===== src/rtl/freq_meter_pkg.sv =====
// Shared widths, defaults and FSM encoding for the frequency-meter datapath.
package freq_meter_pkg;

  localparam int CNT_W  = 32;
  localparam int PROD_W = 64;
  localparam int unsigned REF_CLK_HZ_DEF = 100_000_000;

  typedef enum logic [1:0] {
    ST_IDLE = 2'd0,
    ST_MUL  = 2'd1,
    ST_DIV  = 2'd2,
    ST_DONE = 2'd3
  } calc_state_e;

  // Clamp a wide quotient into the 32-bit result range.
  function automatic logic [CNT_W-1:0] sat_to_cnt(input logic [PROD_W-1:0] v);
    return (|v[PROD_W-1:CNT_W]) ? {CNT_W{1'b1}} : v[CNT_W-1:0];
  endfunction

endpackage


===== src/rtl/seq_div_64x32.sv =====
// Restoring radix-2 divider: 64-bit dividend / 32-bit divisor, one quotient bit per clock.
module seq_div_64x32
  import freq_meter_pkg::*;
(
  input  logic              sys_clk,
  input  logic              rst_n,
  input  logic              i_start,
  input  logic [PROD_W-1:0] i_dividend,
  input  logic [CNT_W-1:0]  i_divisor,
  output logic              o_done,
  output logic [PROD_W-1:0] o_quotient
);

  localparam int STEP_W = $clog2(PROD_W);

  logic [CNT_W-1:0]  r_rem;
  logic [PROD_W-1:0] r_quo;
  logic [STEP_W-1:0] r_left;
  logic              r_run;
  logic              r_done;

  logic [CNT_W-1:0]  w_rem_in;
  logic [PROD_W-1:0] w_quo_in;
  logic [CNT_W:0]    w_shift;
  logic              w_fit;
  logic [CNT_W-1:0]  w_rem_nxt;
  logic [PROD_W-1:0] w_quo_nxt;

  // The start cycle already performs the first step, so the last bit lands
  // 64 edges after start and done is visible in the following cycle.
  always_comb begin
    w_rem_in  = i_start ? '0 : r_rem;
    w_quo_in  = i_start ? i_dividend : r_quo;
    w_shift   = {w_rem_in, w_quo_in[PROD_W-1]};
    w_fit     = (w_shift >= {1'b0, i_divisor});
    w_rem_nxt = w_fit ? (w_shift[CNT_W-1:0] - i_divisor) : w_shift[CNT_W-1:0];
    w_quo_nxt = {w_quo_in[PROD_W-2:0], w_fit};
  end

  always_ff @(posedge sys_clk or negedge rst_n) begin
    if (!rst_n) begin
      r_rem  <= '0;
      r_quo  <= '0;
      r_left <= '0;
      r_run  <= 1'b0;
      r_done <= 1'b0;
    end else begin
      r_done <= 1'b0;
      if (i_start) begin
        r_rem  <= w_rem_nxt;
        r_quo  <= w_quo_nxt;
        r_left <= STEP_W'(PROD_W - 1);
        r_run  <= 1'b1;
      end else if (r_run) begin
        r_rem  <= w_rem_nxt;
        r_quo  <= w_quo_nxt;
        r_left <= r_left - 1'b1;
        if (r_left == STEP_W'(1)) begin
          r_run  <= 1'b0;
          r_done <= 1'b1;
        end
      end
    end
  end

  assign o_done     = r_done;
  assign o_quotient = r_quo;

endmodule


===== src/rtl/freq_calc.sv =====
// Converts buffered gate counts into Hz: freq = sig_cnt * REF_CLK_HZ / ref_cnt,
// with change detection, a one-deep pending slot, saturation and error flags.
module freq_calc
  import freq_meter_pkg::*;
#(
  parameter int unsigned REF_CLK_HZ = REF_CLK_HZ_DEF
) (
  input  logic             sys_clk,
  input  logic             rst_n,
  input  logic [CNT_W-1:0] sig_cnt,
  input  logic [CNT_W-1:0] ref_cnt,
  output logic [CNT_W-1:0] freq_hz,
  output logic             freq_valid,
  output logic             busy,
  output logic             div_err,
  output logic             ovf
);

  localparam logic [PROD_W-1:0] REF_K = PROD_W'(REF_CLK_HZ);

  calc_state_e      r_state;
  logic [CNT_W-1:0] r_sig_prev;
  logic [CNT_W-1:0] r_ref_prev;
  logic [CNT_W-1:0] r_sig_op;
  logic [CNT_W-1:0] r_ref_op;
  logic [CNT_W-1:0] r_pend_sig;
  logic [CNT_W-1:0] r_pend_ref;
  logic             r_pend;
  logic [CNT_W-1:0] r_freq;
  logic             r_valid;
  logic             r_div_err;
  logic             r_ovf;

  logic              w_new;
  logic              w_div_start;
  logic              w_div_done;
  logic [PROD_W-1:0] w_product;
  logic [PROD_W-1:0] w_quotient;

  assign w_new       = (sig_cnt != r_sig_prev) || (ref_cnt != r_ref_prev);
  assign w_product   = {{(PROD_W-CNT_W){1'b0}}, r_sig_op} * REF_K;
  assign w_div_start = (r_state == ST_MUL) && (r_ref_op != '0);

  seq_div_64x32 u_div (
    .sys_clk    (sys_clk),
    .rst_n      (rst_n),
    .i_start    (w_div_start),
    .i_dividend (w_product),
    .i_divisor  (r_ref_op),
    .o_done     (w_div_done),
    .o_quotient (w_quotient)
  );

  always_ff @(posedge sys_clk or negedge rst_n) begin
    if (!rst_n) begin
      r_state    <= ST_IDLE;
      r_sig_prev <= '0;
      r_ref_prev <= '0;
      r_sig_op   <= '0;
      r_ref_op   <= '0;
      r_pend_sig <= '0;
      r_pend_ref <= '0;
      r_pend     <= 1'b0;
      r_freq     <= '0;
      r_valid    <= 1'b0;
      r_div_err  <= 1'b0;
      r_ovf      <= 1'b0;
    end else begin
      r_sig_prev <= sig_cnt;
      r_ref_prev <= ref_cnt;
      r_valid    <= 1'b0;

      // Anything arriving while busy parks here; the newest measurement wins.
      if (w_new && (r_state != ST_IDLE)) begin
        r_pend     <= 1'b1;
        r_pend_sig <= sig_cnt;
        r_pend_ref <= ref_cnt;
      end

      case (r_state)
        ST_IDLE: begin
          if (w_new) begin
            r_sig_op <= sig_cnt;
            r_ref_op <= ref_cnt;
            r_state  <= ST_MUL;
          end
        end
        ST_MUL: begin
          if (r_ref_op == '0) begin
            r_freq    <= '0;
            r_ovf     <= 1'b0;
            r_div_err <= 1'b1;
            r_valid   <= 1'b1;
            r_state   <= ST_DONE;
          end else begin
            r_state <= ST_DIV;
          end
        end
        ST_DIV: begin
          if (w_div_done) begin
            r_freq    <= sat_to_cnt(w_quotient);
            r_ovf     <= |w_quotient[PROD_W-1:CNT_W];
            r_div_err <= 1'b0;
            r_valid   <= 1'b1;
            r_state   <= ST_DONE;
          end
        end
        ST_DONE: begin
          // A change seen in this very cycle is newer than the parked one.
          if (w_new) begin
            r_sig_op <= sig_cnt;
            r_ref_op <= ref_cnt;
            r_pend   <= 1'b0;
            r_state  <= ST_MUL;
          end else if (r_pend) begin
            r_sig_op <= r_pend_sig;
            r_ref_op <= r_pend_ref;
            r_pend   <= 1'b0;
            r_state  <= ST_MUL;
          end else begin
            r_state <= ST_IDLE;
          end
        end
        default: r_state <= ST_IDLE;
      endcase
    end
  end

  assign freq_hz    = r_freq;
  assign freq_valid = r_valid;
  assign busy       = (r_state != ST_IDLE);
  assign div_err    = r_div_err;
  assign ovf        = r_ovf;

endmodule


===== config.mk =====
export PLATFORM = sky130hd
export DESIGN_NAME = freq_calc
export DESIGN_NICKNAME = d
export VERILOG_FILES = /design/src/rtl/freq_meter_pkg.sv /design/src/rtl/seq_div_64x32.sv /design/src/rtl/freq_calc.sv
export SDC_FILE = /design/constraint.sdc
export NUM_CORES = 1
export LEC_CHECK = 0
export CORE_UTILIZATION = 61
export CTS_CLUSTER_DIAMETER = 60
export CTS_CLUSTER_SIZE = 14
export DETAILED_ROUTE_END_ITERATION = 7
export GPL_ROUTABILITY_DRIVEN = 0
export PLACE_DENSITY = 0.8
export SLEW_MARGIN = 10
export SYNTH_ARGS = -nofsm -noshare
export SYNTH_HDL_FRONTEND = slang
export SYNTH_SLANG_ARGS = --single-unit

===== constraint.sdc =====
create_clock -name sys_clk -period 16.7 [get_ports sys_clk]
set_input_delay 3.34 -clock sys_clk [delete_from_list [all_inputs] [get_ports sys_clk]]
set_output_delay 3.34 -clock sys_clk [all_outputs]
set_load 0.1 [all_outputs]

==> implementation parameters <==
Parameter                              Value

Die
  Count of pins on the block boundary ... 102
  Die W ... ~220 um
  Initial Util ... between 60 and 70%
  Die footprint ... 0.0467 mm2
  Number of rows created at floorplan ... 78
  Core Footprint ... 0.0453 mm2
  Chip Height ... 216 um

Final layout
  Register area ... 0.00836 mm2
  Proportion of layout cells with a drive suffix above 1 ... 5.29%
  Synth-to-Final Area Change ... 8.67%
  Layout fillers ... 3456
  Area taken by multi-input logic gates ... 0.0177 mm2
  Total Nets Final ... approximately 3400
  Post-route design area ... 0.0304 mm2

Timing
  Measured slew at the worst slew-check pin ... 1.11 ns
  Count of final setup violators ... 0
  Setup ws final ... between 9 and 10 ns
  Final TNS setup ... 0 ns
  Time the final worst path needs with I/O delays and setup ... 7.10 ns
  Hold_ws ... 0.487 ns
  Remaining max-slew budget at the tightest pin ... 26.2%
  RSZ-0062 raised after global routing ... no
  Final max-slew violation count ... 0
  Final period util ... 42.5%
  Final Hold Vio Count ... 0
  Max Freq ... 141 MHz
  Worst clock skew ... 0.0221 ns

Yosys
  Leading area contributor after synthesis ... dfrtp_1
  Warning count from the yosys run ... 0
  FF+latch count, synth ... roughly 330
  Synth top area cells ... dfrtp_1 (30%), fa_1 (19%), ha_1 (12%)
  Post-synthesis sequential area ratio ... 29.9%
  Synth async-reset ratio ... 100%
  Area of the mapped netlist ... roughly 0.028 mm2
  Top cell type's share of synthesized area ... 29.9%
  Number of synthesized flops with an enable pin ... 0
  Avg Inst Size Synth ... 10.2 um2
  Net count after synthesis ... 3349
  Distinct cells, synth ... 68
  Post-synthesis instance total ... about 2700
  Most instantiated flip-flop cell in the synthesis netlist ... dfrtp_1

Drt
  Post-detailed-route wirelength per cell ... 20.0 um
  1st-pass router iterations ... 5
  Via count ... 20300
  DRT antenna net count ... 0
  Drt first-iter violations ... around 1800
  Avg Vias per Cell ... 5.93
  Wirelength, routed ... 68200 um
  Remaining design rule violation count ... 0

Hold path
  Type of the tightest min-delay check ... reg2reg

Clocking
  Insertion delay to the later sink of the worst-skew pair ... 0.60 ns
  Cells resized by post-CTS repair ... 0
  Library cell used as clock root buffer ... clkbuf_16
  Hold-fix buffer count after cts ... 0
  CTS H-Tree Depth ... 1
  Clock transition time at the flip-flop clock pins of the worst setup and hold paths ... 0.06 ns
  Sink count of the clock tree ... 334
  Cts bufs inserted ... 31
  Buffer depth of the longest clock path ... 3
  CTS tree ... yes
  Setup Fix Bufs, Post-CTS ... 0

Setup path
  Critical-path cell with the highest stage delay ... dfrtp_1
  CP Data Required Time ... approximately 17 ns
  Critical Path Most Common Cell ... fa_1
  Critical Path End Type ... flop
  Category of the most critical setup path ... reg2reg
  Series of cell instances along the critical path ... inv_1 -> fa_1 -> fa_1 -> inv_1 -> fa_1 -> fa_1 -> fa_1 -> inv_1 -> fa_1 -> inv_1 -> ha_1 -> nand3_1 -> or2_2 -> a211oi_1 -> o31a_1 -> o21bai_1 -> a21oi_1 -> o211ai_1 -> o311a_1 -> a221oi_1
  Crit path max-delay family ... adder cells
  Largest fanout on the critical path ... 9
  Setup slack, reg-to-reg ... 9.60 ns
  Data arrival time of the critical path ... ~7.6 ns
  Max incr delay on CP ... 0.70 ns
  Kind of launch point of the worst setup path ... flop
  Crit path buffers/inverters ... 4

Global routing
  Via count of the first global-routing pass ... 21200
  Antenna violations before repair ... 1
  Global Route met2 Usage ... 49.3%
  GRT met3 Usage ... 5.34%
  Grt total ovfl ... 0
  Overall fraction of global-route tracks in use ... 30.3%
  Most Used Layer, Global Route ... met2
  Largest net degree at the start of global routing ... 115
  Global-route met1 utilization ... 41.7%
  Wire length of the first global-routing pass ... 112000 um

Run
  Max-capacitance violation count ... 0

Place
  Post-place instance area ... 0.0295 mm2
  Detail Placement HPWL ... between 50000 and 60000 um
  Place WS ... 9.46 ns
  Port bufs ... about 100

Outcome
  Run status ... finished clean
## sequential cells by signal, indices dropped and copies added, names as in the netlist, 6 cells and up
signal	count
r_pend_ref	32
u_div.r_left	6
u_div.r_rem	32
r_sig_op	32
freq_hz	32
r_ref_prev	32
r_ref_op	32
r_pend_sig	32
r_sig_prev	32
u_div.o_quotient	64
## path summary, 6_finish.rpt
path,start,endpoint,cells past startpoint
max,r_sig_op[11],u_div.o_quotient[59],20
min in group asynchronous,rst_n,freq_hz[15],1
max reg2reg,r_sig_op[11],u_div.o_quotient[59],20
min reg2reg,u_div.r_rem[17],u_div.r_rem[17],2
max in group asynchronous,rst_n,r_sig_op[27],3
min,u_div.r_rem[17],u_div.r_rem[17],2
## worst register-to-register path: stages (launching register included)
cell and delay [ns]:
dfrtp_1 0.70, inv_1 0.24, fa_1 0.49, fa_1 0.55
inv_1 0.07, fa_1 0.53, fa_1 0.54, fa_1 0.56
inv_1 0.06, fa_1 0.54, inv_1 0.04, ha_1 0.37
nand3_1 0.12, or2_2 0.33, a211oi_1 0.18, o31a_1 0.32
o21bai_1 0.19, a21oi_1 0.31, o211ai_1 0.26, o311a_1 0.34
a221oi_1 0.25
## Yosys cell counts (all sizes together) (16+ instances only)
cell / number
ha: 266
dfrtp: 334
a21o: 54
o211ai: 16
mux2: 71
nor2b: 20
xor2: 109
a21oi: 216
nand4: 16
a211oi: 23
nor4: 44
inv: 415
and2: 39
fa: 268
o21ai: 65
buf: 21
clkbuf: 70
nand3: 34
mux2i: 133
nor3: 21
xnor2: 31
nor2: 184
nand2: 144
## stage by stage
step	cells	utilization, %
6_report	3416	67.0
2_1_floorplan	2749	-
5_1_grt	3416	67.0
3_3_place_gp	3374	65.1
3_5_place_dp	3374	65.1
4_1_cts	3415	67.0
## layer usage
layer	wire length (um)	up-vias
met1	29200	10100
li1	-	9296
met3	4860	148
met4	2090	0
met5	0	-
met2	32100	726
## layout by cell type, fill, tap and decap left out, types with 34 or more instances in the layout
| master | instances |
|---|---|
| inv_1 | 415 |
| dfrtp_1 | 333 |
| fa_1 | 268 |
| ha_1 | 266 |
| a21oi_1 | 215 |
| nor2_1 | 183 |
| nand2_1 | 143 |
| mux2i_1 | 133 |
| xor2_1 | 109 |
| clkdlybuf4s50_1 | 100 |
| mux2_2 | 71 |
| o21ai_0 | 59 |
| a21o_1 | 54 |
| nor4_1 | 43 |
| and2_1 | 39 |
| nand3_1 | 34 |
## area by class of cell
class                           count  area share, %
Antenna cell                        1        0.00824
Clock buffer                       32           2.57
Clock inverter                      9          0.313
Inverter                          415           5.13
Multi-Input combinational cell   1909           58.3
Sequential cell                   334           27.5
Tap cell                          600           2.47
Timing Repair Buffer              116           3.72
## kinds of logic after synthesis
kind of cell | share of synthesized area, %
flip-flops | 29.9
buffers and inverters | 6.96
adder cells (fa/ha/maj) | 31.1
XOR/XNOR | 4.39
multiplexers | 7.63
AO/OA/AOI/OAI | 10.9
AND/OR/NAND/NOR | 9.14
Power is not shown: default switching activity piles up to over one toggle a cycle in this logic, so the estimate is an artifact.
